### config.mk
export PLATFORM = sky130hd
export DESIGN_NAME = pagerank_gather_arbiter
export DESIGN_NICKNAME = d
export VERILOG_FILES = /design/src/rtl/pagerank_gather_arbiter.sv
export SDC_FILE = /design/constraint.sdc
export NUM_CORES = 1
export LEC_CHECK = 0
export BUFFER_PORTS_ARGS = -buffer_cell sky130_fd_sc_hd__buf_4
export CAP_MARGIN = 20
export CORE_AREA = 2 2 200 202
export CTS_CLUSTER_DIAMETER = 40
export CTS_CLUSTER_SIZE = 10
export DETAILED_ROUTE_END_ITERATION = 16
export DIE_AREA = 0 0 202 204
export SLEW_MARGIN = 20
export SYNTH_ARGS = -nofsm -noshare
export SYNTH_HDL_FRONTEND = slang
export SYNTH_SLANG_ARGS = --single-unit
### constraint.sdc
create_clock -name clock -period 3.15 [get_ports clock]
set_input_delay 0.63 -clock clock [delete_from_list [all_inputs] [get_ports clock]]
set_output_delay 0.63 -clock clock [all_outputs]
set_load 0.005 [all_outputs]
### src/rtl/pagerank_gather_arbiter.sv
// rtl/pagerank_gather_arbiter.sv - round-robin scatter arbiter and iteration sequencer for the PageRank accumulator
//
// Purpose:
//   Merges scatter updates from NUM_THREADS threads onto the accumulator's single
//   update port and walks each iteration through clear, scatter, drain and the
//   hand-off to the damping stage.
//
// Ports:
//   clock, reset_n                    clock and asynchronous active-low reset
//   start, num_iterations             run request and iteration count (sampled in IDLE/DONE)
//   req_valid/req_rank/req_dest       per-thread update beats
//   req_done                          per-thread end-of-scatter pulse
//   req_ready                         one-hot combinational grant
//   pagerank_enable/pagerank_ready    accumulator enable and beat valid
//   page_rank_scatter/dest_id         accumulator beat payload (one cycle after accept)
//   scatter_operation_complete        held while waiting for the accumulator to drain
//   nextIteration                     one-cycle accumulator clear
//   gather_operation_complete         accumulator has drained
//   iter_done/apply_ack               damping hand-off pulse and its acknowledge
//   iteration_count/busy/done         run progress
//   err_dest_oob                      sticky: an out-of-range destination was dropped

module pagerank_gather_arbiter #(
    parameter int NUM_THREADS    = 4,
    parameter int NODES_IN_GRAPH = 32
) (
    input  logic                         clock,
    input  logic                         reset_n,
    input  logic                         start,
    input  logic [7:0]                   num_iterations,
    input  logic [NUM_THREADS-1:0]       req_valid,
    input  logic [NUM_THREADS-1:0][63:0] req_rank,
    input  logic [NUM_THREADS-1:0][31:0] req_dest,
    input  logic [NUM_THREADS-1:0]       req_done,
    output logic [NUM_THREADS-1:0]       req_ready,
    output logic                         pagerank_enable,
    output logic                         pagerank_ready,
    output logic [63:0]                  page_rank_scatter,
    output logic [31:0]                  dest_id,
    output logic                         scatter_operation_complete,
    output logic                         nextIteration,
    input  logic                         gather_operation_complete,
    output logic                         iter_done,
    input  logic                         apply_ack,
    output logic [7:0]                   iteration_count,
    output logic                         busy,
    output logic                         done,
    output logic                         err_dest_oob
);

    localparam int PW = (NUM_THREADS > 1) ? $clog2(NUM_THREADS) : 1;

    typedef enum logic [2:0] {
        S_IDLE,
        S_CLEAR,
        S_SCATTER,
        S_DRAIN,
        S_ITER_END,
        S_DONE
    } state_t;

    state_t                   state_q, state_d;
    logic [PW-1:0]            ptr_q;
    logic [NUM_THREADS-1:0]   done_seen_q;
    logic                     beat_valid_q;
    logic [63:0]              beat_rank_q;
    logic [31:0]              beat_dest_q;
    logic [7:0]               iter_count_q;
    logic [7:0]               num_iter_q;
    logic                     err_q;
    logic                     enable_q;
    logic                     soc_q;
    logic                     next_iter_q;
    logic                     iter_done_q;
    logic                     busy_q;
    logic                     done_q;

    logic [NUM_THREADS-1:0]   eligible;
    logic [NUM_THREADS-1:0]   grant_oh;
    logic [PW-1:0]            grant_idx;
    logic [PW-1:0]            ptr_next;
    logic                     grant_any;
    logic [63:0]              sel_rank;
    logic [31:0]              sel_dest;
    logic                     dest_in_range;
    int                       search_idx;

    // Round-robin search starting at ptr_q. Threads that already signalled
    // req_done are masked for the rest of the iteration.
    always_comb begin
        eligible   = (state_q == S_SCATTER) ? (req_valid & ~done_seen_q) : '0;
        grant_any  = 1'b0;
        grant_idx  = '0;
        search_idx = 0;
        for (int k = 0; k < NUM_THREADS; k++) begin
            search_idx = int'(ptr_q) + k;
            if (search_idx >= NUM_THREADS) begin
                search_idx = search_idx - NUM_THREADS;
            end
            if (!grant_any && eligible[search_idx]) begin
                grant_any = 1'b1;
                grant_idx = PW'(search_idx);
            end
        end
        grant_oh      = grant_any ? (NUM_THREADS'(1) << grant_idx) : '0;
        sel_rank      = req_rank[grant_idx];
        sel_dest      = req_dest[grant_idx];
        dest_in_range = (sel_dest < 32'(NODES_IN_GRAPH));
        ptr_next      = (grant_idx == PW'(NUM_THREADS - 1)) ? '0 : grant_idx + 1'b1;
    end

    assign req_ready = grant_oh;

    always_comb begin
        state_d = state_q;
        case (state_q)
            S_IDLE, S_DONE: begin
                if (start) begin
                    state_d = (num_iterations == 8'd0) ? S_DONE : S_CLEAR;
                end
            end
            S_CLEAR:   state_d = S_SCATTER;
            S_SCATTER: begin
                // The last accepted beat must leave the beat register before
                // the accumulator is told scattering is complete.
                if ((&done_seen_q) && !beat_valid_q) begin
                    state_d = S_DRAIN;
                end
            end
            S_DRAIN: begin
                if (gather_operation_complete) begin
                    state_d = S_ITER_END;
                end
            end
            S_ITER_END: begin
                // The accumulator holds its results until the damping stage
                // acknowledges; only then may the next CLEAR happen.
                if (apply_ack) begin
                    state_d = ((iter_count_q + 8'd1) == num_iter_q) ? S_DONE : S_CLEAR;
                end
            end
            default:   state_d = S_IDLE;
        endcase
    end

    always_ff @(posedge clock or negedge reset_n) begin
        if (!reset_n) begin
            state_q      <= S_IDLE;
            ptr_q        <= '0;
            done_seen_q  <= '0;
            beat_valid_q <= 1'b0;
            beat_rank_q  <= '0;
            beat_dest_q  <= '0;
            iter_count_q <= '0;
            num_iter_q   <= '0;
            err_q        <= 1'b0;
            enable_q     <= 1'b0;
            soc_q        <= 1'b0;
            next_iter_q  <= 1'b0;
            iter_done_q  <= 1'b0;
            busy_q       <= 1'b0;
            done_q       <= 1'b0;
        end else begin
            state_q <= state_d;

            // Registered outputs are decoded from the state being entered so
            // they line up with the state they describe.
            next_iter_q <= (state_d == S_CLEAR);
            enable_q    <= (state_d == S_SCATTER) || (state_d == S_DRAIN);
            soc_q       <= (state_d == S_DRAIN);
            iter_done_q <= (state_d == S_ITER_END) && (state_q != S_ITER_END);
            busy_q      <= (state_d == S_CLEAR) || (state_d == S_SCATTER) ||
                           (state_d == S_DRAIN) || (state_d == S_ITER_END);
            done_q      <= (state_d == S_DONE);

            if (((state_q == S_IDLE) || (state_q == S_DONE)) && start) begin
                iter_count_q <= '0;
                num_iter_q   <= num_iterations;
                if (num_iterations != 8'd0) begin
                    err_q <= 1'b0;
                end
            end

            if (state_q == S_CLEAR) begin
                done_seen_q <= '0;
            end else if (state_q == S_SCATTER) begin
                done_seen_q <= done_seen_q | req_done;
            end

            // Out-of-range beats are accepted (the thread must not stall) but
            // never reach the accumulator.
            beat_valid_q <= grant_any && dest_in_range;
            if (grant_any) begin
                ptr_q <= ptr_next;
                if (dest_in_range) begin
                    beat_rank_q <= sel_rank;
                    beat_dest_q <= sel_dest;
                end else begin
                    err_q <= 1'b1;
                end
            end

            if ((state_q == S_ITER_END) && apply_ack) begin
                iter_count_q <= iter_count_q + 8'd1;
            end
        end
    end

    assign pagerank_enable            = enable_q;
    assign pagerank_ready             = beat_valid_q;
    assign page_rank_scatter          = beat_rank_q;
    assign dest_id                    = beat_dest_q;
    assign scatter_operation_complete = soc_q;
    assign nextIteration              = next_iter_q;
    assign iter_done                  = iter_done_q;
    assign iteration_count            = iter_count_q;
    assign busy                       = busy_q;
    assign done                       = done_q;
    assign err_dest_oob               = err_q;

endmodule

==> results.md <==
* Status: finished clean
* DRC at 0
* Vias in the first global route at 7740
* Worst-skew pair later-pin latency at 0.43 ns
* Vias at 7347
* Worst Tran Pin Value at 0.662 ns
* Type of element launching the critical path: flip-flop
* DP Worst Slack at 0.212 ns
* WP data arrival at 2.40 ns
* P_leak at 6.13 nW
* Mapped Nets at 1104
* CP Capture Type: output port
* Share of cells above drive strength 1 at 52.7%
* Max-slew violations at 0
* Ports at 521
* CTS buffer count at 17
* Sequential-to-total area share from yosys stat at 41.7%
* Slew HR at 55.8%
* Worst setup margin at 0.124 ns
* Initial Utilization at 19.7%
* Post-synth top area cell: dfrtp_1
* Req. time, crit path at 2.52 ns
* Clk_skew at 0.00935 ns
* Worst setup path class: flip-flop to output port
* Fin crit period at 3.03 ns
* Largest cells by area after synthesis: dfrtp_1, mux2i_1, mux2_2
* Pre-antenna DRT Iters at 4
* Primary FF master, synth: dfrtp_1
* Clock buffer depth at 2
* CTS tree: done
* Synth cell types at 44
* Cell area after synthesis at 7740 sq um
* Initial antenna violation count at 1
* Async SR Flop Fraction at 100%
* Max-Cap Viols at 0
* Hold Fails Final Rpt at 0
* Post-route clock period utilization at 96.1%
* Pin count of the biggest net entering global routing at 67
* First-pass GRT wire length at 44.3 mm
* Power density over the cells at 476 nW/um^2
* Die width at 202 microns
* Yosys warns at 0
* Rows at 73
* Peak supply drop at 0.000355 V
* Die height at 204 microns
* Hold-fix buffers, CTS at 0
* Die area at 41200 sq um
* R2r startpoint: state_q[0]$_DFF_PN0_
* All-Layer GR Usage at 13.9%
* Worst R2R End: page_rank_scatter[20]$_DFFE_PN0P_
* Hold Crit Class: input pin to async pin
* Last weighted congestion value of the routability-driven placer at 0.831
* R2R cell count at 9
* Via density at 4.18
* Total negative slack at 0 ns
* CTS root buf: clkbuf_16
* Yosys top cell area share at 41.7%
* Starting DRC count in detailed routing at 295
* H-tree levels at 4
* Core area at 39200 sq um
* NumNets Final at 1629
* Area grow syn2layout at 67.8%
* Critical path fanouts, max at 6
* Maximum operating frequency at 0.331 GHz
* Total power at 6.19 mW
* HPWL Detailed at 24.0 mm
* Detail Route Antenna Nets at 0
* Reg clk slew, reported paths at 0.06 ns
* Number of buffers added on ports at 520
* Syn Area/Cell at 11.1 sq um
* Final wirelength at 29.4 mm
* Post-Synthesis Cells at 694
* Post-synth EDFFs at 0
* WL per Instance at 16.7 microns
* Clk sinks at 129
* RSZ-0062 raised after global routing: no
* Yosys reg bits at 129
* R2R setup slack at 0.25 ns
* Setup-failing EPs final at 0
* Grt total ovfl at 0
## stage by stage
step / hold slack (ns) / cell area [sq um] / instances / utilization [%]
after global placement: 0.469 / 12400 / 1723 / 31.6
after floorplan: 0.334 / 7740 / 694 / -
after CTS: 0.199 / 13000 / 1755 / 33.1
after detailed placement: 0.477 / 12400 / 1723 / 31.6
after global routing: 0.230 / 13000 / 1757 / 33.1
final: 0.192 / 13000 / 1757 / 33.1
## flip-flops by register name (all words and copies together), names as in the netlist
register and cells:
page_rank_scatter 64, dest_id 32, state_q 3, pagerank_enable 1, err_dest_oob 1, busy 1
pagerank_ready 1, iteration_count 8, done 1, ptr_q 2, nextIteration 1, done_seen_q 4
scatter_operation_complete 1, iter_done 1, num_iter_q 8
## timing repair
item,CTS,global route
buffers inserted,1,1
gates cloned,0,0
pin swaps,0,1
hold endpoints to repair,0,0
endpoints found under the setup margin,2,2
resized for setup,3,0
## layer usage
layer	part of all wire (%)	wire, microns	GRT usage (%)	vias to the layer above
met3	7.2	2130	4.00	27
met2	49	14500	23.7	302
li1	-	-	-	3552
met1	41	12200	16.9	3466
met4	2.1	614	4.65	0
met5	0	0	0	-
## layout make-up
class / instances / area, sq um
Antenna cell: 1 / 2.50
Clock buffer: 19 / 453
Clock inverter: 12 / 134
Fill cell: 4017 / 26200
Inverter: 34 / 128
Multi-Input combinational cell: 491 / 4200
Sequential cell: 129 / 3230
Tap cell: 525 / 657
Timing Repair Buffer: 546 / 4180
## report_power, final
group / switching [mW] / internal (mW) / total [mW]
clock network: 0.791 / 1.20 / 2.00
logic: 1.05 / 1.26 / 2.30
registers: 0.101 / 1.79 / 1.89
## critical path, cell delays in order (launching register included)
cell	delay, ns
dfrtp_1	0.38
or3b_4	0.43
or3_4	0.42
nor2_4	0.12
buf_6	0.13
inv_1	0.06
ha_1	0.17
and2_1	0.13
buf_4	0.13
## cell usage in the layout, fill, tap and decap left out, types with 5 or more instances in the layout
cell type	instances
nor2_1	45
nand3_1	8
nand2b_1	5
o21ai_0	26
xnor2_1	13
mux2_1	11
and2_1	8
nor4_1	25
dfrtp_1	129
nor3_1	6
buf_12	6
nand2_1	9
inv_1	34
mux2_2	67
buf_4	538
a21oi_1	6
nand4_1	5
and3_1	5
nor2b_1	5
ha_1	5
mux2i_1	208
clkbuf_16	17
## logic make-up (layout without fill, tap and decap cells)
| family | Yosys count | in the layout | share of synthesized area (%) |
|---|---|---|---|
| flops | 129 | 129 | 41.7 |
| buf+inv | 74 | 611 | 4.27 |
| fa+ha+maj | 5 | 5 | 0.809 |
| simple gates | 133 | 133 | 9.01 |
| other cells | 0 | 1 | 0 |
| compound gates | 50 | 50 | 4.01 |
| mux | 286 | 286 | 38.3 |
| xor+xnor | 17 | 17 | 1.92 |
## worst max-delay path by stage
stage	startpoint	endpoint	slack [ns]	cells past startpoint
5_1_grt	state_q[0]$_DFF_PN0_	req_ready[0]	0.005	8
3_5_place_dp	req_valid[1]	page_rank_scatter[20]$_DFFE_PN0P_	0.21	9
4_1_cts	state_q[0]$_DFF_PN0_	req_ready[1]	0.04	8
6_report	state_q[0]$_DFF_PN0_	req_ready[1]	0.12	8
3_3_place_gp	req_valid[1]	page_rank_scatter[20]$_DFFE_PN0P_	0.22	9
2_1_floorplan	state_q[2]$_DFF_PN0_	req_ready[1]	0.24	9
## synth_stat cells (5+ instances only)
| cell | number |
|---|---|
| nand3_1 | 8 |
| xnor2_1 | 13 |
| dfrtp_1 | 129 |
| nor2_1 | 45 |
| and2_1 | 8 |
| clkbuf_1 | 7 |
| mux2_1 | 11 |
| buf_2 | 30 |
| nor2b_1 | 5 |
| mux2_2 | 67 |
| ha_1 | 5 |
| mux2i_1 | 208 |
| inv_1 | 34 |
| and3_1 | 5 |
| nor3_1 | 6 |
| nand2b_1 | 5 |
| nand2_1 | 9 |
| o21ai_0 | 26 |
| nand4_1 | 5 |
| nor4_1 | 25 |
| a21oi_1 | 6 |
(Power assumes the default switching activity.)
